`src/rtl/fft_pkg.sv`:
```
// Shared FFT types: complex sample packing, per-stage descriptor, streamer FSM states
// and the bit-reversal helper used for natural-order readout.
package fft_pkg;

  localparam int unsigned CPLX_W = 16;

  // re occupies the upper half of every packed {re, im} word
  typedef struct packed {
    logic signed [CPLX_W-1:0] re;
    logic signed [CPLX_W-1:0] im;
  } complex_t;

  typedef struct packed {
    logic [3:0] stage;
    logic       src_bank;
    logic       dst_bank;
  } stage_info_t;

  typedef enum logic [1:0] {
    IDLE,
    READ,
    DRAIN
  } stream_state_t;

  function automatic int unsigned bitrev(input int unsigned k, input int unsigned bits);
    int unsigned r;
    r = 0;
    for (int unsigned i = 0; i < bits; i++) begin
      r = (r << 1) | ((k >> i) & 32'd1);
    end
    return r;
  endfunction

endpackage

```
`src/rtl/fft_result_streamer_if.sv`:
```
// Output sample stream of the FFT result streamer: valid/ready plus sample, index, last.
interface fft_result_streamer_if #(
  parameter int unsigned N = 8
);
  import fft_pkg::*;

  localparam int unsigned AW = $clog2(N);

  logic          out_valid;
  logic          out_ready;
  complex_t      out_data;
  logic [AW-1:0] out_index;
  logic          out_last;

  modport master (
    output out_valid, out_data, out_index, out_last,
    input  out_ready
  );

  modport slave (
    input  out_valid, out_data, out_index, out_last,
    output out_ready
  );

endinterface

```
`src/rtl/fifo2.sv`:
```
// Two-entry synchronous FIFO; head word stays stable until popped.
module fifo2 #(
  parameter int unsigned WIDTH = 8
) (
  input  logic             clk,
  input  logic             rst_n,
  input  logic             push,
  input  logic             pop,
  input  logic [WIDTH-1:0] wdata,
  output logic [WIDTH-1:0] rdata,
  output logic             full,
  output logic             empty,
  output logic [1:0]       count
);

  logic [WIDTH-1:0] mem [2];
  logic             wr_ptr;
  logic             rd_ptr;
  logic             do_push;
  logic             do_pop;

  assign do_pop  = pop && (count != 2'd0);
  assign do_push = push && ((count != 2'd2) || do_pop);

  always_ff @(posedge clk or negedge rst_n) begin
    if (!rst_n) begin
      mem[0] <= '0;
      mem[1] <= '0;
      wr_ptr <= 1'b0;
      rd_ptr <= 1'b0;
      count  <= '0;
    end else begin
      if (do_push) begin
        mem[wr_ptr] <= wdata;
        wr_ptr      <= ~wr_ptr;
      end
      if (do_pop) begin
        rd_ptr <= ~rd_ptr;
      end
      count <= count + {1'b0, do_push} - {1'b0, do_pop};
    end
  end

  assign rdata = mem[rd_ptr];
  assign full  = (count == 2'd2);
  assign empty = (count == 2'd0);

endmodule

```
`src/rtl/fft_result_streamer.sv`:
```
// Streams the N results of a finished FFT out of the selected result bank onto a
// valid/ready interface, optionally reading in bit-reversed order for natural output.
module fft_result_streamer
  import fft_pkg::*;
#(
  parameter int unsigned N           = 8,
  parameter int unsigned DATA_WIDTH  = CPLX_W,
  parameter bit          BIT_REVERSE = 1'b0
) (
  input  logic                    clk,
  input  logic                    rst_n,
  input  logic                    start,
  input  logic                    bank_in,
  output logic                    rd_en,
  output logic                    rd_bank,
  output logic [$clog2(N)-1:0]    rd_addr,
  input  logic [2*DATA_WIDTH-1:0] rd_data,
  output logic                    busy,
  output logic                    done,
  fft_result_streamer_if.master   out_if
);

  localparam int unsigned AW = $clog2(N);
  localparam int unsigned FW = 2*DATA_WIDTH + AW;
  localparam logic [AW:0] K_LIMIT = (AW+1)'(N);
  localparam logic [AW:0] K_LAST  = (AW+1)'(N-1);

  stream_state_t state;
  logic [AW:0]   k;
  logic [AW-1:0] issue_addr;
  logic [AW-1:0] last_addr;
  logic          inflight;
  logic [AW-1:0] inflight_idx;
  logic          fifo_push;
  logic          fifo_pop;
  logic          fifo_full;
  logic          fifo_empty;
  logic [1:0]    fifo_count;
  logic [FW-1:0] fifo_wdata;
  logic [FW-1:0] fifo_rdata;
  logic [2:0]    credit_used;

  always_comb begin
    issue_addr = k[AW-1:0];
    if (BIT_REVERSE) begin
      issue_addr = AW'(bitrev(32'(k[AW-1:0]), AW));
    end
  end

  // Credit counts this cycle's pop so a stalled FIFO refills the same cycle ready rises;
  // that is why rd_en is combinational rather than registered.
  assign fifo_pop    = out_if.out_valid & out_if.out_ready;
  assign credit_used = {1'b0, fifo_count} + {2'b00, inflight} - {2'b00, fifo_pop};
  assign rd_en       = (state == READ) && (k < K_LIMIT) && (credit_used < 3'd2);
  assign rd_addr     = rd_en ? issue_addr : last_addr;

  always_ff @(posedge clk or negedge rst_n) begin
    if (!rst_n) begin
      state        <= IDLE;
      k            <= '0;
      rd_bank      <= 1'b0;
      busy         <= 1'b0;
      done         <= 1'b0;
      last_addr    <= '0;
      inflight     <= 1'b0;
      inflight_idx <= '0;
    end else begin
      done     <= 1'b0;
      inflight <= rd_en;
      if (rd_en) begin
        inflight_idx <= k[AW-1:0];
        last_addr    <= issue_addr;
        k            <= k + 1'b1;
      end
      case (state)
        IDLE: begin
          if (start && !done) begin
            rd_bank <= bank_in;
            k       <= '0;
            busy    <= 1'b1;
            state   <= READ;
          end
        end
        READ: begin
          if (rd_en && (k == K_LAST)) begin
            state <= DRAIN;
          end
        end
        DRAIN: begin
          // Finish on the edge that leaves FIFO and read pipe empty so done lands with the gap.
          if (credit_used == 3'd0) begin
            done  <= 1'b1;
            busy  <= 1'b0;
            state <= IDLE;
          end
        end
        default: state <= IDLE;
      endcase
    end
  end

  assign fifo_push  = inflight & (~fifo_full | fifo_pop);
  assign fifo_wdata = {inflight_idx, rd_data};

  fifo2 #(
    .WIDTH(FW)
  ) u_fifo (
    .clk   (clk),
    .rst_n (rst_n),
    .push  (fifo_push),
    .pop   (fifo_pop),
    .wdata (fifo_wdata),
    .rdata (fifo_rdata),
    .full  (fifo_full),
    .empty (fifo_empty),
    .count (fifo_count)
  );

  assign out_if.out_valid = ~fifo_empty;
  assign out_if.out_data  = fifo_rdata[2*DATA_WIDTH-1:0];
  assign out_if.out_index = fifo_rdata[FW-1 -: AW];
  assign out_if.out_last  = (out_if.out_index == AW'(N-1));

endmodule

```
`src/flat_wrapper.sv`:
```
// flat-port wrapper written by rule: the top's interface ports become plain ports
module fft_result_streamer_flat import fft_pkg::*;
#(
  parameter int unsigned N           = 8,
  parameter int unsigned DATA_WIDTH  = CPLX_W,
  parameter bit          BIT_REVERSE = 1'b0
)
  (clk, rst_n, start, bank_in, rd_en, rd_bank, rd_addr, rd_data, busy, done, out_if_out_valid, out_if_out_data, out_if_out_index, out_if_out_last, out_if_out_ready);
  fft_result_streamer_if #(.N(N)) out_if_i ();
  input  logic clk;
  input  logic rst_n;
  input  logic start;
  input  logic bank_in;
  output logic rd_en;
  output logic rd_bank;
  output logic [$clog2(N)-1:0] rd_addr;
  input  logic [2*DATA_WIDTH-1:0] rd_data;
  output logic busy;
  output logic done;
  output wire logic [$bits(out_if_i.out_valid)-1:0] out_if_out_valid;
  output wire logic [$bits(out_if_i.out_data)-1:0] out_if_out_data;
  output wire logic [$bits(out_if_i.out_index)-1:0] out_if_out_index;
  output wire logic [$bits(out_if_i.out_last)-1:0] out_if_out_last;
  input wire logic [$bits(out_if_i.out_ready)-1:0] out_if_out_ready;
  assign out_if_out_valid = out_if_i.out_valid;
  assign out_if_out_data = out_if_i.out_data;
  assign out_if_out_index = out_if_i.out_index;
  assign out_if_out_last = out_if_i.out_last;
  assign out_if_i.out_ready = out_if_out_ready;
  fft_result_streamer #(.N(N), .DATA_WIDTH(DATA_WIDTH), .BIT_REVERSE(BIT_REVERSE)) u_core (.clk(clk), .rst_n(rst_n), .start(start), .bank_in(bank_in), .rd_en(rd_en), .rd_bank(rd_bank), .rd_addr(rd_addr), .rd_data(rd_data), .busy(busy), .done(done), .out_if(out_if_i));
endmodule
```
`config.mk`:
```
export PLATFORM = sky130hd
export DESIGN_NAME = fft_result_streamer_flat
export DESIGN_NICKNAME = d
export VERILOG_FILES = /design/src/rtl/fft_pkg.sv /design/src/rtl/fft_result_streamer_if.sv /design/src/rtl/fifo2.sv /design/src/rtl/fft_result_streamer.sv /design/src/flat_wrapper.sv
export SDC_FILE = /design/constraint.sdc
export NUM_CORES = 1
export LEC_CHECK = 0
export CELL_PAD_IN_SITES_DETAIL_PLACEMENT = 1
export CELL_PAD_IN_SITES_GLOBAL_PLACEMENT = 2
export CORE_ASPECT_RATIO = 0.6
export CORE_UTILIZATION = 36
export CTS_CLUSTER_DIAMETER = 40
export CTS_CLUSTER_SIZE = 8
export DETAILED_ROUTE_END_ITERATION = 8
export MAX_ROUTING_LAYER = met4
export PLACE_DENSITY_LB_ADDON = 0.1
export SYNTH_ARGS = -nofsm -noshare
export SYNTH_HDL_FRONTEND = slang
export SYNTH_SLANG_ARGS = --single-unit
export TNS_END_PERCENT = 30
```
`constraint.sdc`:
```
create_clock -name clk -period 6.6 [get_ports clk]
set_input_delay 1.98 -clock clk [delete_from_list [all_inputs] [get_ports clk]]
set_output_delay 1.98 -clock clk [all_outputs]
set_load 0.01 [all_outputs]
```
==> metrics list, run 1 <==
* Outcome: finished, final reports clean
- Critical R2R Capture: u_core.state[0]
- The biggest area contributor in the post-synthesis netlist is dfrtp_1.
* Post-detailed-route via-to-cell ratio: 4.848
* Number of nets in the final layout: 400
- Wire length reported by the detailed router: 8691 microns
- Max stage delay cell, worst path: fa_1
* Top fanout value on the critical path: 5
* Number of DRC markers after the initial detailed-route iteration: 41
* Core region area: 10890 sq um
* Buffers from clock root to sink, at most: 2
- The worst setup path is captured at an output pin.
- The detail route stage leaves a number of antenna-violating nets equal to 0.
* Setup total negative slack: 0 ns
- Slowest Stage Delay on Critical Path: 0.56 ns
- In this run the horizontal extent of the chip is 140.6 microns.
* Worst clock skew: 0.01061 ns
- Detailed routing inserted a total of 2424 vias.
* Cells taking the most area after synthesis: dfrtp_1 54%, mux2_2 21%, mux2_4 11%, ha_1 1.5%, buf_12 1.4%
- The number of antenna diodes in the final layout is 0.
* CTS Root Buffer Type: clkbuf_16
- Ordered list of cells on the worst path: dlymetal6s2s_1, and2_4, ha_1, inv_1, ha_1, inv_1, fa_1, and4bb_2, nand2_4, mux2_4, dlygate4sd2_1
* Share of final-layout standard cells stronger than drive strength 1: 39.89%
- Maximum Capacitance Violations: 0
- Final setup violation count: 0
- The clock network is responsible for 16.5% of the overall power.
- Wire length of the first global-routing pass: 14660 microns
- Leakage: 2.433 nW
- The number of global-route vias before repair came to 2756.
- Final number of max-transition violations: 0
- Pwr/cell area: 558.8 nW/um^2
* Mapped Area: 4146 sq um
* Clock latency at the later pin of the worst-skew pair: 0.33 ns
* Gr usage total: 16.66%
- Combinational logic burns 49.4% of the power.
- The number of cells on the worst reg-to-reg path is 12.
- Tightest slew margin relative to the limit: 35.20%
- The analysis attributes to net switching a power of 0.0009425 W.
* GP Congestion: 0.7328
- Setup repair after global routing missed its margin: no
* Count of standard-cell rows: 29
- Total of flip-flops plus latches after synthesis: 90
* TritonCTS buffer count: 9
- Layout area overhead: 29.93%
- Clock Sinks: 90
- In the final routed layout, each cell accounts on average for 17.38 microns.
- STA puts the critical path data required time at 4.62 ns.
- Initial standard-cell utilization of the core: 38.09%
* Worst Setup Path Type: in -> out
- GRT Residual Overflow: 0
* Crit path time final: 6.296 ns
- Clock slew seen by the registers of the worst setup and hold paths: 0.06 ns
- Final period utilization: 95.39%
- The worst hold path was traced through 2 stages.
- CP Launch Type: primary input
- The initial antenna violation count was 0.
- The worst hold path terminates at u_core.rd_bank.
- The share of synthesized area in the top cell type comes to 54.32%.
- Synthesis produced 266 cells.
- Cells fill 49.49% of the core in the end.
- When the netlist entered floorplanning its net count stood at 309.
- Detail Placement HPWL: 5718 microns
- The worst register-to-register path begins at u_core.u_fifo.count[1].
- The floorplan step defined a die boundary enclosing 11970 sq um.
- For this run, design rule violations remaining after detail routing come to 0.
* Hold violation total from the final report: 0
- Among cell families on the critical path, the largest total delay comes from adder cells.
- Internal power: 0.002068 W
* Count of port buffers added during placement: 80
- Net switching is 31.30% of the power.
- CP Data Arrival Time: 4.32 ns
* Worst Min Path Start: u_core.rd_bank
* Maximum number of pins on one net before global-route repair: 56
- Averaged over all synthesized cells, the footprint is 15.59 sq um.
- Highest ir drop seen on vdd: 204.8 uV
* I/O pin total: 81
* Count of cell types in the netlist: 36
* Total iterations of the first detailed-routing run: 4
- Top achievable clock speed: 0.1588 GHz
* Class of the most critical hold timing path: reg -> reg
* Die boundary height: 85.13 microns
- Buffers inserted to repair hold after CTS numbered 0.
* CTS H-tree depth: 3
- Register area share after synthesis: 54.32%
- Combined buffer and inverter count along the critical path: 4
- CTS tree: done
- For the pin with the worst max-slew slack, the measured transition is 0.9585 ns.
- Share of power burned in registers: 34.1%
- Total number of yosys warnings: 0
- For flop-to-flop paths, the worst setup slack is 3.51 ns.
## state kept, by name (all words and copies together), names as in the netlist
register and count:
u_core.u_fifo.mem 70, u_core.u_fifo.rd_ptr 1, u_core.busy 1, u_core.inflight_idx 3
u_core.inflight 1, u_core.done 1, u_core.u_fifo.wr_ptr 1, u_core.u_fifo.count 2
u_core.k 4, u_core.rd_bank 1, u_core.state 2, u_core.last_addr 3
## power by group through the flow
| stage | logic [W] | registers, W | clock network, W |
|---|---|---|---|
| global route | 0.00161 | 0.00107 | 0.000540 |
| detailed placement | 0.00147 | 0.00103 | 0 |
| CTS | 0.00148 | 0.00103 | 0.000517 |
| global placement | 0.00145 | 0.00102 | 0 |
| floorplan | 0.000943 | 0.000929 | 0 |
| finish | 0.00149 | 0.00103 | 0.000498 |
## placed cells by master (no fill, tap or decap), types with 2 or more instances in the layout
cell	count
a21oi_1	2
inv_1	7
mux2_4	31
ha_1	5
clkbuf_1	2
mux2_1	2
mux2_2	78
clkdlybuf4s50_1	74
xor2_1	2
clkinv_2	2
dlygate4sd2_1	4
and3_1	2
xnor2_1	3
nor2b_1	2
dfrtp_1	89
buf_4	11
nand2b_1	2
nand3_1	2
clkbuf_16	9
nand2_1	5
o21ai_0	4
## cell type report
class	count	area [sq um]
inverters	7	26.28
flip-flops and latches	90	2253
clock buffers	12	246.5
fillers	1058	5498
multi-input cells	159	1777
clock inverters	3	40.04
repair buffers	90	870.8
well taps	139	173.9
## how the worst max path moves through the flow
stage	from	end	slack, ns	depth (start not counted)
after CTS	out_if_out_ready	rd_addr[0]	-0.003	11
after floorplan	out_if_out_ready	rd_addr[0]	0.65	9
after detailed placement	out_if_out_ready	rd_addr[0]	-0.27	11
after global placement	out_if_out_ready	rd_addr[1]	-0.25	11
after global routing	out_if_out_ready	rd_addr[0]	0.19	11
final	out_if_out_ready	rd_addr[0]	0.30	11
## worst min-delay path, delay by kind of cell, from the launching register on
kind | cells | cell delay [ns]
DFF | 1 | 0.35
and+or+nand+nor | 2 | 0.11
## stage by stage
step / setup WS [ns] / instance area (sq um) / total power [W] / instances / hold WS, ns
6_report: 0.3040 / 5388 / 0.003011 / 500 / 0.4894
5_1_grt: 0.1888 / 5388 / 0.003222 / 500 / 0.5159
4_1_cts: -0.003120 / 5364 / 0.003024 / 499 / 0.4950
3_5_place_dp: -0.2738 / 5075 / 0.002505 / 484 / 0.4708
3_3_place_gp: -0.2503 / 5075 / 0.002465 / 484 / 0.4633
2_1_floorplan: 0.6540 / 4146 / 0.001872 / 266 / 0.4541
## logic make-up (layout without fill, tap and decap cells)
family / count (synthesis) / count (layout) / synth area share [%]
multiplexers: 112 / 112 / 33.10
AO/OA/AOI/OAI: 8 / 8 / 1.086
XOR/XNOR: 6 / 6 / 1.267
buffers and inverters: 17 / 112 / 3.349
flip-flops: 90 / 90 / 54.32
adder cells (fa/ha/maj): 6 / 6 / 1.992
AND/OR/NAND/NOR: 27 / 27 / 4.889
## timing repair
item | CTS | global route
buffers inserted | 0 | 1
resized for setup | 6 | 4
endpoints found under the setup margin | 4 | 4
pin swaps | 0 | 1
## synthesized netlist by cell type, drive strengths merged
master   number
nand4         1
mux2i         1
nor4          1
and2          1
xnor2         4
nand3b        1
nor3          1
and4bb        1
xor2          2
inv           7
nand2b        2
clkbuf        1
nor4b         1
nor2b         2
o21ai         4
nor3b         1
or2           1
dfrtp        90
fa            1
or3           1
a31o          1
or4b          1
nand3         2
nor2          1
nand4bb       1
nand2         6
a21oi         2
a31oi         1
ha            5
and3          2
mux2        111
buf           9
## metal layers
layer	GRT usage, %	wire, microns	vias up
met1	22.77	4530	1242
met3	4.007	320	6
met4	4.743	63	0
met2	24.68	3777	58
li1	-	-	1118
met5	-	0	-
Note: power is estimated with default switching activity, not from simulation.
==> run 2: changes to the inputs <==
Settings changed: CORE_UTILIZATION 36 to 33.
Clock period 6.6 ns to 5.62 ns, I/O delays scaled along.
==> metrics list, run 2 (same netlist as run 1, synthesis figures left out) <==
- The flow ran to the end, and the final reports show no timing, DRC or antenna violations.
- Final setup violation count: 0
- Final period utilization: 97.96%
- Total via count in the routed design: 2414
* Worst flop-to-flop path startpoint: u_core.u_fifo.count[1]
- CTS H-tree depth: 3
- Leakage: 2.459 nW
* Ordered list of cells on the worst path: clkdlybuf4s15_1, and2_4, ha_4, inv_4, ha_4, inv_2, fa_1, and4bb_2, nand2_4, mux2_4, buf_6
- Ant. Diodes: 0
- The register with the most flip-flops in the layout has 70 of them.
- The detailed router used layers up to and including met4.
- The number of cells on the worst reg-to-reg path is 12.
- TritonCTS buffer count: 9
- The slowest stage of the critical path belongs to the cell fa_1.
* Routed length per placed instance: 17.15 microns
* Clock Sinks: 90
- Slowest Stage Delay on Critical Path: 0.53 ns
- I/O pin total: 81
- Across the VDD grid, the largest voltage drop is 259.0 uV.
- CTS Root Buffer Type: clkbuf_16
- Count of hold-fix buffers inserted at cts: 0
* Min Hold Slack: 0.4961 ns
* Initial standard-cell utilization of the core: 34.15%
- Tightest Pin Transition: 1.001 ns
- Clock slew seen by the registers of the worst setup and hold paths: 0.06 ns
* Worst clock skew: 0.003688 ns
- The library cell used most frequently in the layout, excluding fill and tap cells, is dfrtp_1.
- Number of global-route vias before repair: 2633
- For the worst-skew pair, the clock arrives at the later sink with an insertion delay of 0.34 ns.
- For the finished layout, the period the worst path requires is 5.505 ns.
* Die area: 13030 sq um
- Ranked by flip-flop count, first place goes to u_core.u_fifo.mem.
- DRC errors left: 0
* Routed wire length on met2: 3799 microns
* Hold violation total from the final report: 0
* Final antenna-violating net count: 0
- The first global-routing pass estimated 14770 microns of wire.
- Endpoint kind of the worst setup timing path: output pin
* Maximum Capacitance Violations: 0
- In the routed layout, each cell is associated on average with a via count of 4.589.
- The min-delay analysis places its worst path in the category reg -> reg.
* Count of standard-cell rows: 31
- Once placement completed, the tool counted placed cells totaling 508.
- The first routing iteration left 88 violations.
- In the layout the commonest cells are 89 x dfrtp_1, 76 x mux2_2, 74 x clkdlybuf4s50_1.
- The clock passes through at most 2 buffers.
- Combined buffer and inverter count along the critical path: 4
- CP Launch Type: primary input
* Worst Min Path Start: u_core.rd_bank
- At the worst endpoint, the required time is 3.93 ns.
- CTS tree: done
* Hold Path Depth: 2
- Entering global routing, the biggest net connects 63 pins.
- Compared with the post-synthesis result, the final layout area differs by 33.58%.
- GRT Residual Overflow: 0
- The floorplan step defined a core boundary enclosing 12140 sq um.
- The most numerous cell type found on the critical path is ha_4.
* Total iterations of the first detailed-routing run: 4
- GP Congestion: 0.7170
* Met3 routed WL: 365 microns
* Wire length reported by the detailed router: 9023 microns
* Pwr/cell area: 674.9 nW/um^2
* Gr usage total: 15.62%
* Tightest slew margin relative to the limit: 32.35%
- Input and output buffers added on the ports amount to 80.
- Of all nets on the critical path, the largest fanout is 4.
* Top achievable clock speed: 0.1816 GHz
- Share of final-layout standard cells stronger than drive strength 1: 42.11%
- The worst setup path is of the in -> out kind.
* Final core utilization: 45.63%
- At the worst endpoint, the arrival time is 3.82 ns.
- Setup repair after global routing left no endpoint under its margin.
- Worst-case hold path end point: u_core.rd_bank
* Final cell count without fillers: 526
- Chip Width: 146.7 microns
- After legalization and detailed placement, the total HPWL measured 5756 microns.
* Die boundary height: 88.83 microns
- Number of nets in the final layout: 399
* Final number of max-transition violations: 0
- Cell family contributing the most delay on the critical path: adder cells
* Routed length on met1: 4794 microns
* Largest registers: u_core.u_fifo.mem (70), u_core.k (4)
- Setup slack of the most critical reg-to-reg path: 2.67 ns
- The initial antenna violation count was 0.
* Critical R2R Capture: u_core.state[0]
## run 2: changes by cell type in the layout (fill, tap and decap cells not counted), moves of 2 or more
cell	previous run	this run
dlygate4sd2_1	4	0
ha_4	0	2
buf_4	11	8
mux2_4	31	33
inv_1	7	5
bufinv_16	1	4
buf_6	0	4
mux2_2	78	76
ha_1	5	3
## run 2: worst max-delay path by stage
stage,from,to,slack (ns),cells past startpoint
final,out_if_out_ready,rd_addr[1],0.11,11
after global routing,out_if_out_ready,rd_addr[0],0.03,11
after CTS,out_if_out_ready,rd_addr[0],-0.06,11
after detailed placement,out_if_out_ready,rd_addr[1],-0.67,11
after global placement,out_if_out_ready,rd_addr[1],-0.64,11
after floorplan,out_if_out_ready,rd_addr[0],0.26,9
## run 2: layer usage
layer / vias up / track usage, %
li1: 1121 / -
met1: 1229 / 22.53
met2: 55 / 21.33
met3: 9 / 4.381
met4: 0 / 3.504
met5: - / -
## run 2: per-stage QoR
step / worst slack, ns / power [W] / setup TNS, ns / area, sq um
6_report: 0.1147 / 0.003738 / 0 / 5539
5_1_grt: 0.03209 / 0.003992 / 0 / 5539
4_1_cts: -0.05525 / 0.003758 / -0.1540 / 5500
3_5_place_dp: -0.6725 / 0.002926 / -2.669 / 5105
3_3_place_gp: -0.6447 / 0.002887 / -2.555 / 5105
2_1_floorplan: 0.2620 / 0.002199 / 0 / 4146
## run 2: report_power, final
part	internal [W]	leakage, nW	switching [W]
logic	0.00114	1.20	0.000653
clock network	0.000491	0.180	0.000251
registers	0.000960	1.08	0.000240
total	0.00259	2.46	0.00114
## run 2: repair_timing
action                                  CTS  global route
setup buffers                             2             0
gates resized for setup                  25             9
pin swaps                                 1             3
endpoints found under the setup margin    4             4
## run 2: final cells by class
type,count,area [sq um]
Sequential cell,90,2253
Clock inverter,5,125.1
Clock buffer,11,242.7
Tap cell,165,206.4
Multi-Input combinational cell,159,1802
Inverter,7,28.78
Fill cell,1205,6601
Timing Repair Buffer,89,880.8
## run 2: tightest hold or removal path, stage by stage (launching register included)
cell     delay (ns)
dfrtp_1        0.35
nand2_1        0.05
nand2_1        0.06
